File: config.mk
export PLATFORM = sky130hd
export DESIGN_NAME = syscall_sequencer_flat
export DESIGN_NICKNAME = d
export VERILOG_FILES = /design/src/rtl/cpu_defs.sv /design/src/rtl/syscall_sequencer_if.sv /design/src/rtl/rise_edge_detect.sv /design/src/rtl/syscall_sequencer.sv /design/src/flat_wrapper.sv
export SDC_FILE = /design/constraint.sdc
export NUM_CORES = 1
export LEC_CHECK = 0
export BUFFER_PORTS_ARGS = -buffer_cell sky130_fd_sc_hd__buf_4
export CORE_AREA = 3 3 90 92
export CTS_CLUSTER_DIAMETER = 80
export DETAILED_ROUTE_END_ITERATION = 7
export DIE_AREA = 0 0 93 95
export PLACE_DENSITY = 0.83
export SLEW_MARGIN = 5
export SYNTH_ARGS = -nofsm -noshare
export SYNTH_HDL_FRONTEND = slang
export SYNTH_HIERARCHICAL = 1
export SYNTH_SLANG_ARGS = --single-unit
File: constraint.sdc
create_clock -name LOGISIM_CLOCK_TREE_0 -period 7.95 [get_ports LOGISIM_CLOCK_TREE_0]
set_clock_uncertainty 0.15 [all_clocks]
set_input_delay 1.9875 -clock LOGISIM_CLOCK_TREE_0 [delete_from_list [all_inputs] [get_ports LOGISIM_CLOCK_TREE_0]]
set_output_delay 1.9875 -clock LOGISIM_CLOCK_TREE_0 [all_outputs]
set_load 0.03 [all_outputs]
File: src/rtl/cpu_defs.sv
// cpu_defs: shared decode-stage definitions for the redirection pipeline CPU.
//   state_e          syscall sequencer FSM states (also exported as the debug State bus)
//   SYS_*            syscall codes, compared against the full 32-bit $v0
//   REG_V0 / REG_A0  register numbers routed to read ports 1/2 while Syscall=1
package cpu_defs;

  typedef enum logic [1:0] {
    ST_IDLE   = 2'd0,
    ST_PAUSE  = 2'd1,
    ST_RESUME = 2'd2,
    ST_HALT   = 2'd3
  } state_e;

  localparam logic [31:0] SYS_HALT  = 32'd10;
  localparam logic [31:0] SYS_PRINT = 32'd34;
  localparam logic [31:0] SYS_PAUSE = 32'd50;

  localparam logic [4:0] REG_V0 = 5'd2;
  localparam logic [4:0] REG_A0 = 5'd4;

endpackage

File: src/rtl/syscall_sequencer_if.sv
// syscall_sequencer_if: decode-stage syscall bus between the pipeline and the
// syscall sequencer.
//   Pipeline -> sequencer: Syscall, ID_Valid, Opnd_Ready, V0_Data, A0_Data, Go
//   Sequencer -> pipeline: Stall, Halt, Led_Data, Cycle_Count, Syscall_Count, State
// master = pipeline side, slave = sequencer side.
interface syscall_sequencer_if #(
  parameter int CNT_W     = 32,
  parameter int SYS_CNT_W = 16
);
  logic                 Syscall;
  logic                 ID_Valid;
  logic                 Opnd_Ready;
  logic [31:0]          V0_Data;
  logic [31:0]          A0_Data;
  logic                 Go;
  logic                 Stall;
  logic                 Halt;
  logic [31:0]          Led_Data;
  logic [CNT_W-1:0]     Cycle_Count;
  logic [SYS_CNT_W-1:0] Syscall_Count;
  logic [1:0]           State;

  modport master (
    output Syscall, ID_Valid, Opnd_Ready, V0_Data, A0_Data, Go,
    input  Stall, Halt, Led_Data, Cycle_Count, Syscall_Count, State
  );

  modport slave (
    input  Syscall, ID_Valid, Opnd_Ready, V0_Data, A0_Data, Go,
    output Stall, Halt, Led_Data, Cycle_Count, Syscall_Count, State
  );
endinterface

File: src/rtl/rise_edge_detect.sv
// rise_edge_detect: registers a level input and flags its rising edge.
//   clk_i   clock (rising edge)
//   rst_i   asynchronous active-high reset, clears the history flop
//   d_i     level input (not synchronised here)
//   pulse_o d_i & ~previous d_i, combinational
module rise_edge_detect (
  input  logic clk_i,
  input  logic rst_i,
  input  logic d_i,
  output logic pulse_o
);
  logic d_q;

  always_ff @(posedge clk_i or posedge rst_i) begin
    if (rst_i) d_q <= 1'b0;
    else       d_q <= d_i;
  end

  assign pulse_o = d_i & ~d_q;
endmodule

File: src/rtl/syscall_sequencer.sv
// syscall_sequencer: decode-stage syscall controller.
//   LOGISIM_CLOCK_TREE_0  clock tree bundle; bit [4] is the global clock
//   Reset                 asynchronous active-high reset
//   sc                    syscall bus (slave side): operand interlock, print /
//                         pause / halt sequencing, cycle and syscall counters
// Stall is combinational and ORed into the PC and IF/ID write enables.
module syscall_sequencer
  import cpu_defs::*;
#(
  parameter int CNT_W     = 32,
  parameter int SYS_CNT_W = 16
) (
  input  logic [4:0]          LOGISIM_CLOCK_TREE_0,
  input  logic                Reset,
  syscall_sequencer_if.slave  sc
);
  logic clk;
  logic unused_clk_bits;

  assign clk             = LOGISIM_CLOCK_TREE_0[4];
  assign unused_clk_bits = ^LOGISIM_CLOCK_TREE_0[3:0];

  state_e               state_q, state_d;
  logic [31:0]          led_q;
  logic [CNT_W-1:0]     cycle_q;
  logic [SYS_CNT_W-1:0] sys_cnt_q;
  logic                 go_rise;
  logic                 sys_req;
  logic                 accept;
  logic                 stall;

  rise_edge_detect u_go_edge (
    .clk_i   (clk),
    .rst_i   (Reset),
    .d_i     (sc.Go),
    .pulse_o (go_rise)
  );

  // Bubbles may carry a stale Syscall bit; ID_Valid masks them out.
  assign sys_req = sc.Syscall & sc.ID_Valid;
  assign accept  = (state_q == ST_IDLE) & sys_req & sc.Opnd_Ready;

  always_ff @(posedge clk or posedge Reset) begin
    if (Reset) state_q <= ST_IDLE;
    else       state_q <= state_d;
  end

  always_comb begin
    state_d = state_q;
    stall   = 1'b0;
    unique case (state_q)
      ST_IDLE: begin
        stall = sys_req & ~sc.Opnd_Ready;
        if (accept) begin
          if (sc.V0_Data == SYS_HALT) begin
            state_d = ST_HALT;
            stall   = 1'b1;
          end else if (sc.V0_Data == SYS_PAUSE) begin
            state_d = ST_PAUSE;
            stall   = 1'b1;
          end
        end
      end
      ST_PAUSE: begin
        stall = 1'b1;
        if (go_rise) state_d = ST_RESUME;
      end
      // One unstalled cycle lets the paused syscall leave ID; accept is
      // gated by ST_IDLE, so it cannot be taken a second time.
      ST_RESUME: state_d = ST_IDLE;
      ST_HALT:   stall   = 1'b1;
    endcase
  end

  always_ff @(posedge clk or posedge Reset) begin
    if (Reset) begin
      led_q     <= '0;
      cycle_q   <= '0;
      sys_cnt_q <= '0;
    end else begin
      if (state_q != ST_HALT) cycle_q <= cycle_q + 1'b1;
      if (accept && sc.V0_Data == SYS_PRINT) led_q <= sc.A0_Data;
      if (accept && sys_cnt_q != '1) sys_cnt_q <= sys_cnt_q + 1'b1;
    end
  end

  assign sc.Stall         = stall;
  assign sc.Halt          = (state_q == ST_HALT);
  assign sc.Led_Data      = led_q;
  assign sc.Cycle_Count   = cycle_q;
  assign sc.Syscall_Count = sys_cnt_q;
  assign sc.State         = state_q;
endmodule

File: src/flat_wrapper.sv
// flat-port wrapper written by rule: the top's interface ports become plain ports
module syscall_sequencer_flat import cpu_defs::*;
#(
  parameter int CNT_W     = 32,
  parameter int SYS_CNT_W = 16
)
  (LOGISIM_CLOCK_TREE_0, Reset, sc_Syscall, sc_ID_Valid, sc_Opnd_Ready, sc_V0_Data, sc_A0_Data, sc_Go, sc_Stall, sc_Halt, sc_Led_Data, sc_Cycle_Count, sc_Syscall_Count, sc_State);
  syscall_sequencer_if #(.CNT_W(CNT_W), .SYS_CNT_W(SYS_CNT_W)) sc_i ();
  input  logic [4:0] LOGISIM_CLOCK_TREE_0;
  input  logic Reset;
  input wire logic [$bits(sc_i.Syscall)-1:0] sc_Syscall;
  input wire logic [$bits(sc_i.ID_Valid)-1:0] sc_ID_Valid;
  input wire logic [$bits(sc_i.Opnd_Ready)-1:0] sc_Opnd_Ready;
  input wire logic [$bits(sc_i.V0_Data)-1:0] sc_V0_Data;
  input wire logic [$bits(sc_i.A0_Data)-1:0] sc_A0_Data;
  input wire logic [$bits(sc_i.Go)-1:0] sc_Go;
  output wire logic [$bits(sc_i.Stall)-1:0] sc_Stall;
  output wire logic [$bits(sc_i.Halt)-1:0] sc_Halt;
  output wire logic [$bits(sc_i.Led_Data)-1:0] sc_Led_Data;
  output wire logic [$bits(sc_i.Cycle_Count)-1:0] sc_Cycle_Count;
  output wire logic [$bits(sc_i.Syscall_Count)-1:0] sc_Syscall_Count;
  output wire logic [$bits(sc_i.State)-1:0] sc_State;
  assign sc_i.Syscall = sc_Syscall;
  assign sc_i.ID_Valid = sc_ID_Valid;
  assign sc_i.Opnd_Ready = sc_Opnd_Ready;
  assign sc_i.V0_Data = sc_V0_Data;
  assign sc_i.A0_Data = sc_A0_Data;
  assign sc_i.Go = sc_Go;
  assign sc_Stall = sc_i.Stall;
  assign sc_Halt = sc_i.Halt;
  assign sc_Led_Data = sc_i.Led_Data;
  assign sc_Cycle_Count = sc_i.Cycle_Count;
  assign sc_Syscall_Count = sc_i.Syscall_Count;
  assign sc_State = sc_i.State;
  syscall_sequencer #(.CNT_W(CNT_W), .SYS_CNT_W(SYS_CNT_W)) u_core (.LOGISIM_CLOCK_TREE_0(LOGISIM_CLOCK_TREE_0), .Reset(Reset), .sc(sc_i));
endmodule
### Yosys cells after proc, flatten, opt, wreduce, memory -nomap -nowiden

Index checks and enable logic that the tools add are counted.

| operators by class | value |
|---|---|
| add/subtract/negate cells | 2 |
| equality and inequality tests | 11 |
| muxes and demuxes | 9 |
| bitwise operators | 7 |
| reductions and logical operators | 6 |

Operators by type and width:

| operator | count |
|---|---|
| equality test 32 x 6 -> 1 bit (second input constant) | 2 |
| adder 32 x 1 -> 32 bit (second input constant) | 1 |
| equality test 32 x 4 -> 1 bit (second input constant) | 1 |
| adder 16 x 1 -> 16 bit (second input constant) | 1 |
| != test 16 bit (second input constant) | 1 |
| 2-to-1 mux 2 bit | 4 |
| one-hot mux 2 bit (3 select lines) | 1 |
| AND 1 bit | 5 |
| equality test 2 bit (second input constant) | 2 |
| != test 2 x 1 -> 1 bit (second input constant) | 2 |
| AND reduction 4 bit | 1 |
| 2-to-1 mux 1 bit | 3 |
| != test 3 bit (second input constant) | 1 |
| nonzero test 3 bit | 1 |
| equality test 2 x 1 -> 1 bit (second input constant) | 1 |
| logical AND 1 bit | 2 |
| zero test 2 bit | 1 |
| != test 2 bit (second input constant) | 1 |
| inverter 1 bit | 2 |
| one-hot mux 1 bit (2 select lines) | 1 |
| OR reduction 2 bit | 1 |

| word-level totals | value |
|---|---|
| flip-flop bits (word level) | 83 |
| output and inout port bits | 84 |

### Depth between registers and ports, before layout

Gate-level depths: netlist (run 1).

| depth | value |
|---|---|
| word-level depth | 6 |
| depth in mapped cells | 8 |
| depth with buffers taken out | 7 |

### By module

Netlist (run 1), hierarchy kept.

By module, submodules not included:

| module | times used | cells each | area an instance (um^2) |
|---|---|---|---|
| syscall_sequencer | 1 | 300 | 3664.8 |
| rise_edge_detect | 1 | 3 | 42.5 |

### Worst setup path after synthesis (run 1)

Ideal clock, no wire load.

| timing | value |
|---|---|
| path type | input-to-output |
| start | in sc_V0_Data[0] |
| end | out sc_Stall |
| arrival | 3.154 ns |
| required time | 5.812 ns |
| path slack | 2.658 ns |
| stages on the path | 5 |
| cells stage by stage | nor4b_1 nand4_1 nor2_1 a21boi_0 o22ai_1 |

| on the way | value |
|---|---|
| longest elaborated chain between the ends | 5 |
| elaborated cells between the ends (all ways) | 6 |
| classes of those cells | 2 x eq/ne; 4 x mux |

Ends and longest elaborated chain:

| item | line | source |
|---|---|---|
| from (decl) | flat_wrapper.sv:14 | `input wire logic [$bits(sc_i.V0_Data)-1:0] sc_V0_Data;` |
| equality test 32 x 6 -> 1 bit | syscall_sequencer.sv:58 | `end else if (sc.V0_Data == SYS_PAUSE) begin` |
| 2-to-1 mux 1 bit | syscall_sequencer.sv:58 |  |
| 2-to-1 mux 1 bit (*) | syscall_sequencer.sv:55 | `if (sc.V0_Data == SYS_HALT) begin` |
| 2-to-1 mux 1 bit (*) | syscall_sequencer.sv:54 | `if (accept) begin` |
| one-hot mux 1 bit (2 select lines) (*) | syscall_sequencer.sv:51 | `unique case (state_q)` |
| to (decl) | flat_wrapper.sv:17 | `output wire logic [$bits(sc_i.Stall)-1:0] sc_Stall;` |

Mark *: on every way between the ends. The rest lies on a longest branch, timed or not.

### Worst setup path after layout (run 1)

Same ends and word-level chain as after synthesis.

==> out/metrics.cfg, run 1 <==
[sta]
hold_viol=0
slew-limit-headroom_pct=34.6
rsz0062_at_grt=false
fin_crit_sh_pct=67.5
fin_tns_setup_ps=0
fmax_ghz=0.186
tightest_slew_ps=981
finalSetupViolCount=0
drv_slew=0
period_minus_slack_ps=5370

[worst_setup_path]
path_cells=buf_4, nor4b_1, nand4_1, nor2_1, a21boi_0, o22ai_1, buf_4
crit_fanout=3
critPathLaunch=sc_V0_Data[0]
critPathBufInv=2
rr_endpoint=u_core/sc.Cycle_Count[30]
crit_arrival_ps=3230
crit_top_cell=buf_4
rrSetupSlack_ps=5390
crit_type=in2out
r2r-start=u_core/sc.State[1]
max_stage_delay_ps=320
endpoint_kind=output port
crit_required_ps=5810
reg2reg_depth=6
startpoint_type=primary input
crit_slowest_cell=nor4b_1
critPathTopFamily=simple AND/OR/NAND/NOR gates

[synth]
synth_flop_cell=dfrtp_1
synth_seq_cells=83
netlist_area_um2=3710
avgSynthCellArea_um2=12.2
ys_types=37
synth_nets=383
synth_top_area_share_pct=56.0
seq_area_frac_synth_pct=56.0
ys_top_cells_by_area=dfrtp_1, mux2_2, xnor2_1
yosys_warnings=6
synth-edff-count=0
async_flop_share_pct=100
yosys.area.top_type=dfrtp_1
synth_cells=303

[route]
dr.pass1.iters=4
initialDrtViolationCount=65
ant_nets=0
finalWirelength_um=8410
vias=2917
viasPerCell=5.14
drc=0
wl_per_cell_um=14.8

[die]
initial_core_util_pct=50.8
core_um2=7290
die-height_um=95
fp-row-count=31
ios=158
die-area_um2=8840
die_w_um=93

[clocking]
cts_max_level=3
cts_tree=yes
root_buffer=clkbuf_8
clock_path_buffers=2
insertion_delay_ps=330
cts_resized=0
clk_pin_slew_ps=80
cts_sinks=83
post_cts_buffers=0
cts_buffers=9
cts_hold_buffers=0

[run_status]
status=finished, final reports clean

[global_routing]
grt_pass1_vias=2899
antenna_found_initial=0
grtUsageTotal_pct=19.4
grt_max_degree=83
grt_overflow=0
grt_first_pass_wirelength_um=13600

[job]
cap_violations=0

[cells_and_area]
final_cell_mix=buf_4, dfrtp_1, mux2_2
layout_commonest_cell=buf_4
n_antenna_cell=0
post_route_cells_drive_above_1_share_pct=45.5
nFillCells=549
nNetsFinal=543
syn_to_final_growth_pct=39.5

[min_path]
min_to=u_core/sc.Cycle_Count[31]
hold_start=u_core/sc.Cycle_Count[31]
hp-class=reg2reg
hold_depth=1

[power]
p_per_area_nw_per_um2=217
total_power_w=0.00112
p_leak_nw=2.70
ir_drop_mv=0.205

[placement]
place_congestion=0.786
hpwl_um=6480
port_buffers=153

-- through the flow --
stage / hold slack [ps] / std cells / instance area, um^2 / util (%) / setup slack (ps)
CTS: 330 / 567 / 5170 / 70.9 / 2550
floorplan: 499 / 303 / 3710 / - / 2660
detailed placement: 320 / 551 / 4950 / 67.9 / 2570
finish: 327 / 567 / 5170 / 70.9 / 2580
global route: 365 / 567 / 5170 / 70.9 / 2390
global placement: 319 / 551 / 4950 / 67.9 / 2600
-- Yosys cell counts, types with 2 or more instances --
master and instances:
nand4_1 13, nor3_1 8, mux2_2 33, nand4b_1 2, dfrtp_1 83, nand2_1 23, nor2_1 24, ha_1 6
nand3_1 14, inv_1 13, and4_1 4, nand4_2 3, nor4_4 2, xor2_1 16, nor4_1 6, xnor2_1 30
buf_4 3
-- cells by family after synthesis --
logic type	synth area share, %
multiplexers	11.0
AND/OR/NAND/NOR	16.5
AO/OA/AOI/OAI	1.08
flip-flops	56.0
adder cells (fa/ha/maj)	2.02
buffers and inverters	2.46
XOR/XNOR	10.9
-- registers in the layout, indices dropped and copies added, names as in the netlist --
signal	cells
u_core/sc.Cycle_Count	32
u_core/u_go_edge/d_q	1
u_core/sc.State	2
u_core/sc.Led_Data	32
u_core/sc.Syscall_Count	16
-- layer usage --
layer,part of all wire [%],global-route usage (%),vias up,wire length (um)
met3,8.3,4.86,9,702
li1,-,-,1368,-
met2,52,34.6,134,4390
met5,0,0,-,0
met4,1.4,7.08,0,117
met1,38,22.6,1406,3210
-- area by class of cell --
class | count | area, um^2 | share of cell area, %
sequential | 83 | 2080 | 40.2
multi-input combinational | 201 | 1540 | 29.8
timing repair buffer | 155 | 1160 | 22.5
clock buffer | 12 | 145 | 2.81
tap | 99 | 124 | 2.39
clock inverter | 4 | 73.8 | 1.43
inverter | 13 | 50.0 | 0.968
-- worst max path at each step --
stage / slack (ps) / end / cells after the start
global route: 2390 / sc_Stall / 7
floorplan: 2660 / sc_Stall / 5
detailed placement: 2570 / sc_Stall / 7
finish: 2580 / sc_Stall / 7
global placement: 2600 / sc_Stall / 7
CTS: 2550 / sc_Stall / 7
-- power by group --
group	switching [W]	internal [W]	total, W
sequential	0.0000512	0.000455	0.000506
clock	0.000138	0.000186	0.000324
combinational	0.000163	0.000129	0.000291
total	0.000352	0.000769	0.00112
Power figures use the tool's default switching activity.
==> inputs of run 2 (changes only) <==
- CORE_AREA: 3 3 90 92 -> 3 3 97 99
- DIE_AREA: 0 0 93 95 -> 0 0 100 102
- PLACE_DENSITY: 0.83 -> 0.75
- clock period: 7.95 -> 4.7 ns (I/O delays scaled with it)
==> run 2 against run 1 <==
- die area grew 15%
- utilization shrank 12 points
- final cell count grew 1.2%
- power grew 57%
- via count shrank 2.0%
- critical path depth is the same
- critical path type unchanged
- largest cell class unchanged
==> out/metrics.cfg, run 2 (synthesis results as in run 1) <==
[worst_setup_path]
crit_top_cell=buf_4
path_cells=buf_4, nor4b_1, nand4_1, nor2_1, a21boi_0, o22ai_1, buf_4
endpoint_kind=output port
crit_required_ps=3380  ; -2430 ps
crit_arrival_ps=2380  ; -850 ps
crit_slowest_cell=nor4b_1
max_stage_delay_ps=280  ; -40 ps
critPathTopFamily=simple AND/OR/NAND/NOR gates
crit_fanout=3  ; unchanged
startpoint_type=primary input
critPathBufInv=2  ; unchanged
crit_type=in2out

[cells_and_area]
layout_commonest_cell=buf_4
nNetsFinal=543  ; unchanged
syn_to_final_growth_pct=37.9
fin_util_pct=59.2  ; -12 points
nFillCells=754  ; +37%
n_antenna_cell=0  ; unchanged
post_route_cells_drive_above_1_share_pct=45.5  ; about the same
final_cell_mix=buf_4, dfrtp_1, mux2_2

[sta]
fmax_ghz=0.270
finalSetupViolCount=0  ; unchanged
tightest_slew_ps=1050  ; +71.3 ps
fin_tns_setup_ps=0  ; unchanged
hold_viol=0  ; unchanged
period_minus_slack_ps=3700
drv_slew=0  ; unchanged
slew-limit-headroom_pct=29.7  ; -4.8 points
fin_crit_sh_pct=78.8
rsz0062_at_grt=false

[global_routing]
grt_overflow=0  ; unchanged
antenna_found_initial=0  ; unchanged
grt_max_degree=63  ; -24%
grt_first_pass_wirelength_um=13500  ; -1.1%
grtUsageTotal_pct=16.4  ; -3.0 points
grt_pass1_vias=2978  ; +2.7%

[route]
wl_per_cell_um=14.6  ; -1.5%
vias=2858  ; -2.0%
ant_nets=0  ; unchanged
dr.pass1.iters=4  ; unchanged
finalWirelength_um=8390  ; -0.26%
drc=0  ; unchanged
viasPerCell=4.98  ; -3.2%
initialDrtViolationCount=56  ; -14%

[power]
ir_drop_mv=0.290  ; +42%
p_leak_nw=2.67  ; -1.1%
swShare_pct=33.5  ; +2.1 points
p_per_area_nw_per_um2=345  ; +59%
sequentialPowerShare_pct=48.3  ; +3.2 points
power.internal_w=0.00117  ; +52%
clockPowerShare_pct=23.4  ; -5.5 points
comb_power_share_pct=28.2  ; +2.2 points
p_switching_w=0.000591  ; +68%

[clocking]
cts_buffers=9  ; unchanged
post_cts_buffers=0  ; unchanged
cts_hold_buffers=0  ; unchanged
insertion_delay_ps=330  ; about the same
clk_pin_slew_ps=80  ; about the same
clock_path_buffers=2  ; unchanged
cts_resized=0  ; unchanged
cts_sinks=83  ; unchanged
root_buffer=clkbuf_8
cts_tree=yes
cts_max_level=3  ; unchanged

[die]
initial_core_util_pct=42.9  ; -7.9 points
die-area_um2=10200  ; +15%
core_um2=8640  ; +18%
die_w_um=100  ; +7.5%
fp-row-count=34  ; +9.7%
ios=158  ; unchanged
die-height_um=102  ; +7.4%

[run_status]
status=finished, final reports clean

[min_path]
hp-class=reg2reg

[job]
cap_violations=0  ; unchanged

[placement]
port_buffers=153  ; unchanged
place_congestion=0.790  ; +0.46%
hpwl_um=6520  ; +0.63%

-- run 2: final cells by class --
| type | instances | area (um^2) | share of cell area (%) |
|---|---|---|---|
| flip-flops and latches | 83 | 2080 | 40.6 |
| multi-input cells | 201 | 1540 | 30.1 |
| clock inverters | 4 | 20.0 | 0.392 |
| inverters | 13 | 50.0 | 0.979 |
| clock buffers | 10 | 128 | 2.50 |
| repair buffers | 155 | 1160 | 22.8 |
| well taps | 108 | 135 | 2.64 |
-- run 2: power groups by stage --
| stage | logic, W | clock network, W | registers, W |
|---|---|---|---|
| after floorplan | 0.000206 | 0 | 0.000955 |
| after global placement | 0.000490 | 0 | 0.000862 |
| after detailed placement | 0.000500 | 0 | 0.000866 |
| after CTS | 0.000503 | 0.000433 | 0.000853 |
| after global routing | 0.000536 | 0.000461 | 0.000864 |
| final | 0.000497 | 0.000413 | 0.000851 |
-- run 2: per-stage QoR --
stage               std cells  hold WS (ps)  setup WS, ps  cell area (um^2)  power (W)
finish                    574           319           996              5110    0.00176
global route              574           344           814              5110    0.00186
CTS                       574           324           968              5110    0.00179
detailed placement        560           309           974              4960    0.00137
global placement          560           309          1000              4960    0.00135
floorplan                 303           499          1030              3710    0.00116
-- run 2: final timing paths --
| path | startpoint | end | cells after the start | slack (ps) |
|---|---|---|---|---|
| max | sc_V0_Data[0] | sc_Stall | 7 | 1000 |
| min | u_core/sc.Cycle_Count[31] | u_core/sc.Cycle_Count[31] | 1 | 320 |
| max reg2reg | u_core/sc.State[1] | u_core/sc.Cycle_Count[31] | 6 | 2180 |
| min reg2reg | u_core/sc.Cycle_Count[31] | u_core/sc.Cycle_Count[31] | 1 | 320 |
| max in group asynchronous | Reset | u_core/sc.Led_Data[2] | 3 | 2610 |
| min in group asynchronous | Reset | u_core/u_go_edge/d_q | 2 | 540 |
-- run 2: per-layer routing --
layer	GRT usage, %	vias to the layer above	routed length, um
met5	0	-	0
met4	5.60	0	94
met3	3.34	6	509
met2	29.7	103	4410
met1	19.5	1384	3380
li1	-	1365	-
